## config.mk

```make
export PLATFORM = sky130hd
export DESIGN_NAME = output_collector
export DESIGN_NICKNAME = d
export VERILOG_FILES = /design/src/rtl/output_collector_pkg.sv /design/src/rtl/sync_fifo.sv /design/src/rtl/output_collector.sv
export SDC_FILE = /design/constraint.sdc
export NUM_CORES = 1
export LEC_CHECK = 0
export BUFFER_PORTS_ARGS = -buffer_cell sky130_fd_sc_hd__buf_2
export CORE_AREA = 2 2 318 320
export DETAILED_ROUTE_END_ITERATION = 7
export DIE_AREA = 0 0 320 322
export SLEW_MARGIN = 10
export SYNTH_ARGS = -nofsm -noshare
export SYNTH_HDL_FRONTEND = slang
export SYNTH_SLANG_ARGS = --single-unit
```

## constraint.sdc

```tcl
create_clock -name clk -period 2.6 [get_ports clk]
set_clock_uncertainty 0.05 [all_clocks]
set_input_delay 0.13 -clock clk [delete_from_list [all_inputs] [get_ports clk]]
set_output_delay 0.13 -clock clk [all_outputs]
set_load 0.02 [all_outputs]
```

## src/rtl/output_collector_pkg.sv

```systemverilog
// Shared types for the output collector: FSM states, buffered entry layout, map size helper.
// Latency: n/a (types and constant functions only).
// Backpressure: n/a.
package output_collector_pkg;

    // Entry data is stored at a fixed 32-bit width; only the low OUT_WIDTH bits are sent out.
    localparam int ENTRY_DATA_W = 32;
    localparam int COORD_W      = 32;

    typedef enum logic [1:0] {
        IDLE   = 2'd0,
        ACTIVE = 2'd1,
        DONE   = 2'd2
    } oc_state_t;

    typedef struct packed {
        logic [ENTRY_DATA_W-1:0] data;
        logic [COORD_W-1:0]      x;
        logic [COORD_W-1:0]      y;
        logic [COORD_W-1:0]      ch;
        logic                    last;
    } output_entry_t;

    // Number of outputs in one feature map.
    function automatic logic [63:0] calc_total(input int w, input int h, input int c);
        return 64'(w) * 64'(h) * 64'(c);
    endfunction

endpackage

```

## src/rtl/sync_fifo.sv

```systemverilog
// Register-based synchronous FIFO with flush, full/empty flags and occupancy count.
// Latency: a write at edge N is readable after edge N (no write-to-read bypass).
// Backpressure: a write while full is discarded unless a read happens in the same cycle.
module sync_fifo #(
    parameter int WIDTH = 8,
    parameter int DEPTH = 8,
    localparam int AW   = $clog2(DEPTH)
) (
    input  logic             clk,
    input  logic             arst_n_in,
    input  logic             clr,
    input  logic             wr_en,
    input  logic [WIDTH-1:0] wr_data,
    input  logic             rd_en,
    output logic [WIDTH-1:0] rd_data,
    output logic             full,
    output logic             empty,
    output logic [AW:0]      level
);

    logic [WIDTH-1:0] mem [DEPTH];
    logic [AW-1:0]    wr_ptr;
    logic [AW-1:0]    rd_ptr;
    logic [AW:0]      cnt;
    logic             do_wr;
    logic             do_rd;

    // A read frees a slot in the same cycle, so a write to a full FIFO is legal alongside a read.
    always_comb begin
        do_rd = rd_en && !empty;
        do_wr = wr_en && (!full || rd_en);
    end

    // Storage, pointers and occupancy; pointers wrap naturally modulo DEPTH.
    always_ff @(posedge clk or negedge arst_n_in) begin
        if (!arst_n_in) begin
            for (int i = 0; i < DEPTH; i++) begin
                mem[i] <= '0;
            end
            wr_ptr <= '0;
            rd_ptr <= '0;
            cnt    <= '0;
        end else if (clr) begin
            wr_ptr <= '0;
            rd_ptr <= '0;
            cnt    <= '0;
        end else begin
            if (do_wr) begin
                mem[wr_ptr] <= wr_data;
                wr_ptr      <= wr_ptr + 1'b1;
            end
            if (do_rd) begin
                rd_ptr <= rd_ptr + 1'b1;
            end
            cnt <= cnt + (AW+1)'(do_wr) - (AW+1)'(do_rd);
        end
    end

    assign rd_data = mem[rd_ptr];
    assign full    = (cnt == (AW+1)'(DEPTH));
    assign empty   = (cnt == '0);
    assign level   = cnt;

endmodule

```

## src/rtl/output_collector.sv

```systemverilog
// Captures finished output pixels, saturates them (optional ReLU via OUTPUT_COLLECTOR_RELU_EN), buffers and drains to host.
// Latency: 1 cycle from in_valid to out_valid; one transfer per cycle sustained.
// Backpressure: never stalls the producer; a write to a full FIFO with no transfer is dropped and sets sticky overflow.
module output_collector
    import output_collector_pkg::*;
#(
    parameter int ACC_WIDTH          = 32,
    parameter int OUT_WIDTH          = 16,
    parameter int FIFO_DEPTH         = 8,
    parameter int FEATURE_MAP_WIDTH  = 1024,
    parameter int FEATURE_MAP_HEIGHT = 1024,
    parameter int OUTPUT_NB_CHANNELS = 64
) (
    input  logic                        clk,
    input  logic                        arst_n_in,
    input  logic                        start,
    input  logic                        in_valid,
    input  logic signed [ACC_WIDTH-1:0] in_data,
    input  logic [31:0]                 in_x,
    input  logic [31:0]                 in_y,
    input  logic [31:0]                 in_ch,
    output logic                        out_valid,
    input  logic                        out_ready,
    output logic signed [OUT_WIDTH-1:0] out_data,
    output logic [31:0]                 out_x,
    output logic [31:0]                 out_y,
    output logic [31:0]                 out_ch,
    output logic                        out_last,
    output logic                        overflow,
    output logic                        all_done,
    output logic [31:0]                 out_count
);

    localparam int          AW         = $clog2(FIFO_DEPTH);
    localparam int          ENTRY_W    = $bits(output_entry_t);
    localparam logic [31:0] TOTAL      = 32'(calc_total(FEATURE_MAP_WIDTH, FEATURE_MAP_HEIGHT,
                                                        OUTPUT_NB_CHANNELS));
    localparam logic signed [ACC_WIDTH-1:0] SAT_MAX =
        ACC_WIDTH'((64'sd1 <<< (OUT_WIDTH-1)) - 64'sd1);
    localparam logic signed [ACC_WIDTH-1:0] SAT_MIN =
        ACC_WIDTH'(-(64'sd1 <<< (OUT_WIDTH-1)));

    oc_state_t                   st;
    oc_state_t                   st_nxt;
    logic [31:0]                 wr_cnt;
    logic                        xfer;
    logic                        wr_attempt;
    logic                        drop;
    logic signed [ACC_WIDTH-1:0] acc_v;
    logic signed [OUT_WIDTH-1:0] sat_val;
    output_entry_t               wr_entry;
    output_entry_t               rd_entry;
    logic [ENTRY_W-1:0]          fifo_rd_data;
    logic                        fifo_full;
    logic                        fifo_empty;
    logic [AW:0]                 fifo_level_unused;
    logic                        data_hi_unused;

    assign xfer       = out_valid && out_ready;
    // start flushes everything, so a result arriving in the same cycle is discarded.
    assign wr_attempt = in_valid && (st == ACTIVE) && !start;
    assign drop       = wr_attempt && fifo_full && !xfer;

    // Optional ReLU, then clamp to the signed OUT_WIDTH range.
    always_comb begin
        acc_v = in_data;
`ifdef OUTPUT_COLLECTOR_RELU_EN
        if (in_data < 0) begin
            acc_v = '0;
        end
`endif
        sat_val = acc_v[OUT_WIDTH-1:0];
        if (acc_v > SAT_MAX) begin
            sat_val = SAT_MAX[OUT_WIDTH-1:0];
        end else if (acc_v < SAT_MIN) begin
            sat_val = SAT_MIN[OUT_WIDTH-1:0];
        end
    end

    // Assemble the entry; last marks the final output by write order, including dropped writes.
    always_comb begin
        wr_entry      = '0;
        wr_entry.data = ENTRY_DATA_W'(sat_val);
        wr_entry.x    = in_x;
        wr_entry.y    = in_y;
        wr_entry.ch   = in_ch;
        wr_entry.last = (wr_cnt == TOTAL - 32'd1);
    end

    sync_fifo #(
        .WIDTH (ENTRY_W),
        .DEPTH (FIFO_DEPTH)
    ) u_fifo (
        .clk       (clk),
        .arst_n_in (arst_n_in),
        .clr       (start),
        .wr_en     (wr_attempt),
        .wr_data   (wr_entry),
        .rd_en     (xfer),
        .rd_data   (fifo_rd_data),
        .full      (fifo_full),
        .empty     (fifo_empty),
        .level     (fifo_level_unused)
    );

    assign rd_entry       = output_entry_t'(fifo_rd_data);
    assign out_valid      = !fifo_empty;
    assign out_data       = rd_entry.data[OUT_WIDTH-1:0];
    assign out_x          = rd_entry.x;
    assign out_y          = rd_entry.y;
    assign out_ch         = rd_entry.ch;
    assign out_last       = rd_entry.last;
    assign all_done       = (st == DONE);
    assign data_hi_unused = ^rd_entry.data;

    // Write counter, transfer counter and sticky overflow; start clears all of them.
    always_ff @(posedge clk or negedge arst_n_in) begin
        if (!arst_n_in) begin
            wr_cnt    <= '0;
            out_count <= '0;
            overflow  <= 1'b0;
        end else if (start) begin
            wr_cnt    <= '0;
            out_count <= '0;
            overflow  <= 1'b0;
        end else begin
            if (wr_attempt) begin
                wr_cnt <= wr_cnt + 32'd1;
            end
            if (xfer) begin
                out_count <= out_count + 32'd1;
            end
            if (drop) begin
                overflow <= 1'b1;
            end
        end
    end

    // State register.
    always_ff @(posedge clk or negedge arst_n_in) begin
        if (!arst_n_in) begin
            st <= IDLE;
        end else begin
            st <= st_nxt;
        end
    end

    // Next state: start always (re)enters ACTIVE; the transfer reaching TOTAL finishes the map.
    always_comb begin
        st_nxt = st;
        if (start) begin
            st_nxt = ACTIVE;
        end else begin
            case (st)
                ACTIVE: begin
                    if (xfer && (out_count + 32'd1 == TOTAL)) begin
                        st_nxt = DONE;
                    end
                end
                default: st_nxt = st;
            endcase
        end
    end

endmodule

```

==> impl.org <==
** Synthesis
- Yosys printed 0 warnings.
- Counting every instance in the synthesized netlist gives 3211.
- For this run, the leading register cell type out of synthesis is sky130_fd_sc_hd__dfrtp_1.
- Of the post-synthesis cell area, the part taken by muxes is 0.316.
- Count of state elements after synthesis :: 981
- EDFF count, synth :: 0
- Combinational family with the most area after synthesis :: multiplexers
- Adder and majority cell fraction of the synthesized area :: 0.00327
- Number of library cell types mapped by synthesis :: 62
- Sequential-to-total area share from yosys stat :: 0.552
- Netlist area before placement :: 44400 um^2
- Of the total synthesized cell area, the portion taken by XOR and XNOR cells is 0.0138.
- Area fraction in and, or, nand and nor cells after synthesis :: 0.0707
- Share of synthesized registers carrying an async set or reset :: 1.00
- The area fraction in compound gates after synthesis is 0.0224.
- Synthesis produced a netlist with a net count of between 3000 and 4000.
- Dividing the synthesized area by the synthesized cell count gives 13.8 um^2.

** Route
- The detailed router finished its first iteration with 1480 violations.
- # DRC :: 0
- Final Routed Wirelength :: roughly 110000 um
- Count of vias placed by the detailed router :: 27900
- Post-detailed-route wirelength per cell :: 22.4 um
- The first TritonRoute pass finished after 5 iterations.
- After detailed routing, the number of vias per cell comes to around 5.5.
- Number of routed nets with antenna violations :: 0

** Timing
- The number of hold violations in the final report came to 0.
- Count of pins over their slew limit :: 0
- Static timing analysis puts the maximum clock frequency at 354 MHz.
- Minimum clock period after layout :: ~2.8 ns
- Headroom to the max-slew limit :: 0.570
- Setup Viol. Count Final :: roughly 110
- For the pin with the worst max-slew slack, the measured transition is 0.645 ns.
- Unrepaired setup endpoints after global routing :: true
- Total Negative Setup Slacks :: -16.41 ns
- Once routing completed, OpenROAD measured the worst setup slack at -0.228 ns.
- Fraction of the cycle the final worst path needs :: 1.09

** Global routing
- Total routing resource utilization after global routing :: 0.219
- Grt ovf :: 0
- The number of global-route vias before repair came to a little under 30000.
- First-pass GRT wire length :: 176000 um
- Pin count of the biggest net entering global routing :: 99
- Number of antenna violations at the first check in global routing :: 6

** Worst hold path
- End point of the worst hold path :: u_fifo.mem[18]$_DFFE_PN0P_
- The tightest min-delay check is of the primary input to register type.
- Min-Delay Startpoint :: in_ch[17]
- Depth of the worst hold-timing path :: 4

** Worst setup path
- Endpoint class of the critical path :: output pin
- Critical Path RT :: approximately 2.4 ns
- Worst-path maximum fanout :: 6
- Crit start category :: register
- In this run the critical register-to-register path is launched from u_fifo.level[2]$_DFF_PN0_.
- The worst register-to-register path ends at u_fifo.level[2]$_DFF_PN0_.
- WS Path Type :: register to output pin
- Worst R2R Path Depth :: 11
- Data arrives at the worst endpoint at about 2.7 ns.
- Reg-to-reg slack, setup :: 0.12 ns

** Finish
- From synthesis to final layout, the design area changed by 23.2%.
- After routing the design area is between 50000 and 60000 um^2.
- Count of filler cells inserted in the layout :: between 8000 and 9000
- Across the whole layout, storage elements account for roughly 25000 um^2.
- In the final design database the tool counted approximately 3800 nets.
- Multi-input gate area in the final layout :: about 19000 um^2
- Of the cells placed in the final design, the portion with a size suffix greater than 1 is 0.416.

** Floorplan
- After floorplanning, the core was sized to cover approximately 100000 um^2.
- For this design the top-level I/O count stands at approximately 280.
- Number of cell rows :: around 120
- Floorplan die area :: 103000 um^2
- Initial core utilization :: 0.446
- The die is ~320 um wide.
- The die is between 300 and 400 um tall.

** Pwr
- Summed over all cells, the static leakage comes to about 26 nW.
- Total design power :: approximately 0.055 W
- Across the VDD grid, the largest voltage drop is between 0.6 and 0.7 mV.
- Power density cells :: just over 1000 nW/um^2

** Clocking
- Clock-pin slew was measured on the worst setup and hold paths at around 0.060 ns.
- The H-tree was split into 3 levels.
- TritonCTS clock tree :: yes
- The clock net in this run drives a total of roughly 980 sinks.
- Clock buffer count from CTS :: between 100 and 150
- The cell sitting at the root of the clock tree is a sky130_fd_sc_hd__clkbuf_16.
- Clock latency of the later-clocked register in the worst-skew pair :: between 0.6 and 0.7 ns
- The longest clock path from root to sink contains 3 buffers.

** Placement
- The congestion estimate from routability-driven global placement came to 0.860.
- Cell area reported after detailed placement :: 48300 um^2
- Detailed placement finished with a half-perimeter wire length of roughly 63000 um.
- The count of buffers added on input and output ports is 280.

** Run status
- The checks that failed: setup timing.
- Outcome :: complete, but fails checks

** Flow run
- Across the run, the number of max-cap violations was 0.
[routing by layer]
| metal | vias up | GRT usage | share of wire |
|---|---|---|---|
| met2 | 506 | 0.355 | 0.47 |
| met5 | - | 0 | 0.000097 |
| met1 | 14600 | 0.306 | 0.46 |
| met3 | 168 | 0.0413 | 0.042 |
| met4 | 2 | 0.0583 | 0.024 |
| li1 | 12600 | - | - |
[cells by family (layout without fill, tap and decap cells)]
family	after synthesis	in the layout
simple gates	711	711
xor+xnor	70	70
mux	1021	1021
buf+inv	230	799
other cells	0	5
compound gates	187	187
fa+ha+maj	11	11
flops	981	981
[per-stage QoR]
stage	setup WS (ns)	std cells	util	hold slack (ns)
detailed placement	0.0908	4713	0.485	0.104
floorplan	0.0666	3211	-	-0.216
finish	-0.228	5083	0.550	0.226
CTS	-0.267	5063	0.545	0.175
global route	-0.292	5083	0.550	0.221
global placement	0.0917	4713	0.485	0.102
[critical path, stage by stage (launching register included)]
cell,delay [ns]
sky130_fd_sc_hd__dfrtp_4,0.53
sky130_fd_sc_hd__buf_16,0.17
sky130_fd_sc_hd__buf_12,0.13
sky130_fd_sc_hd__buf_12,0.13
sky130_fd_sc_hd__buf_16,0.14
sky130_fd_sc_hd__mux4_2,0.44
sky130_fd_sc_hd__mux2_4,0.28
sky130_fd_sc_hd__buf_6,0.13
[cell usage after synthesis, types with 3 or more instances]
| library cell | instances | area share |
|---|---|---|
| sky130_fd_sc_hd__dfrtp_1 | 981 | 0.55 |
| sky130_fd_sc_hd__mux2_2 | 669 | 0.17 |
| sky130_fd_sc_hd__nand2_1 | 468 | 0.040 |
| sky130_fd_sc_hd__mux4_2 | 226 | 0.11 |
| sky130_fd_sc_hd__o21ai_0 | 142 | 0.016 |
| sky130_fd_sc_hd__mux2_1 | 123 | 0.031 |
| sky130_fd_sc_hd__clkbuf_1 | 119 | 0.010 |
| sky130_fd_sc_hd__nor2_1 | 94 | 0.0079 |
| sky130_fd_sc_hd__buf_2 | 73 | 0.0082 |
| sky130_fd_sc_hd__xnor2_1 | 40 | 0.0079 |
| sky130_fd_sc_hd__xor2_1 | 30 | 0.0059 |
| sky130_fd_sc_hd__nand4_1 | 29 | 0.0041 |
| sky130_fd_sc_hd__buf_1 | 27 | 0.0023 |
| sky130_fd_sc_hd__nand3_1 | 25 | 0.0028 |
| sky130_fd_sc_hd__nor4_1 | 15 | 0.0021 |
| sky130_fd_sc_hd__a21oi_1 | 14 | 0.0016 |
| sky130_fd_sc_hd__nor3_1 | 12 | 0.0014 |
| sky130_fd_sc_hd__o21ai_1 | 12 | 0.0014 |
| sky130_fd_sc_hd__and3_1 | 11 | 0.0015 |
| sky130_fd_sc_hd__ha_1 | 10 | 0.0028 |
| sky130_fd_sc_hd__inv_1 | 10 | 0.00084 |
| sky130_fd_sc_hd__or3_1 | 10 | 0.0014 |
| sky130_fd_sc_hd__and4_1 | 6 | 0.0012 |
| sky130_fd_sc_hd__nand3b_1 | 5 | 0.00084 |
| sky130_fd_sc_hd__nand4b_1 | 4 | 0.00079 |
| sky130_fd_sc_hd__and2_1 | 3 | 0.00042 |
| sky130_fd_sc_hd__mux2i_1 | 3 | 0.00068 |
| sky130_fd_sc_hd__nor2b_1 | 3 | 0.00042 |
| sky130_fd_sc_hd__nor3b_1 | 3 | 0.00051 |
| sky130_fd_sc_hd__nor4_4 | 3 | 0.0014 |
| sky130_fd_sc_hd__or4_1 | 3 | 0.00051 |
[placed cells by master (no fill, tap or decap), drive strengths merged, types with 4 or more instances in the layout]
cell	Yosys	routed
a21oi	14	14
and3	11	11
and4	6	6
buf	100	462
bufinv	0	7
clkbuf	119	169
clkinv	0	25
dfrtp	981	981
diode	0	5
dlygate4sd3	0	117
ha	10	10
inv	11	16
mux2	792	792
mux4	226	226
nand2	468	468
nand3	25	25
nand3b	5	5
nand4	31	31
nand4b	4	4
nor2	95	95
nor3	13	13
nor4	20	20
o21ai	155	155
or3	10	10
or4	4	4
xnor2	40	40
xor2	30	30
[repair_timing]
item,in CTS,in global routing
hold buffers,118,0
setup endpoints to repair,113,187
resized for setup,165,57
hold endpoints to repair,1751,0
setup buffers,23,5
pin swaps,0,1
gates cloned,12,12
[area by class of cell]
cell class | instances | area share
multi-input combinational | 2000 | 0.350
antenna | 5 | 0.000228
tap | 1298 | 0.0297
inverter | 11 | 0.000754
clock buffer | 158 | 0.0589
clock inverter | 40 | 0.00800
sequential | 981 | 0.448
timing repair buffer | 590 | 0.104
[how the worst max path moves through the flow]
stage / start / endpoint / slack (ns) / cells past startpoint
after floorplan: u_fifo.level[2]$_DFF_PN0_ / u_fifo.level[2]$_DFF_PN0_ / 0.07 / 11
after global placement: u_fifo.level[2]$_DFF_PN0_ / u_fifo.level[2]$_DFF_PN0_ / 0.09 / 11
after detailed placement: u_fifo.level[2]$_DFF_PN0_ / u_fifo.level[2]$_DFF_PN0_ / 0.09 / 11
after CTS: u_fifo.rd_ptr[0]$_DFFE_PN0P_ / out_y[1] / -0.27 / 5
after global routing: u_fifo.rd_ptr[0]$_DFFE_PN0P_ / out_x[27] / -0.29 / 7
final: u_fifo.rd_ptr[0]$_DFFE_PN0P_ / out_x[27] / -0.23 / 7
[sequential cells by signal, indices dropped and copies added, names as in the netlist]
name	count
u_fifo.mem	904
out_count	32
wr_cnt	32
u_fifo.level	4
u_fifo.rd_ptr	3
u_fifo.wr_ptr	3
st	2
overflow	1
[where the power goes]
group | internal [W] | switching (W)
Clock | 0.00928 | 0.00632
Sequential | 0.0189 | 0.00180
Combinational | 0.0105 | 0.00821
Note: power is estimated with default switching activity, not from simulation.
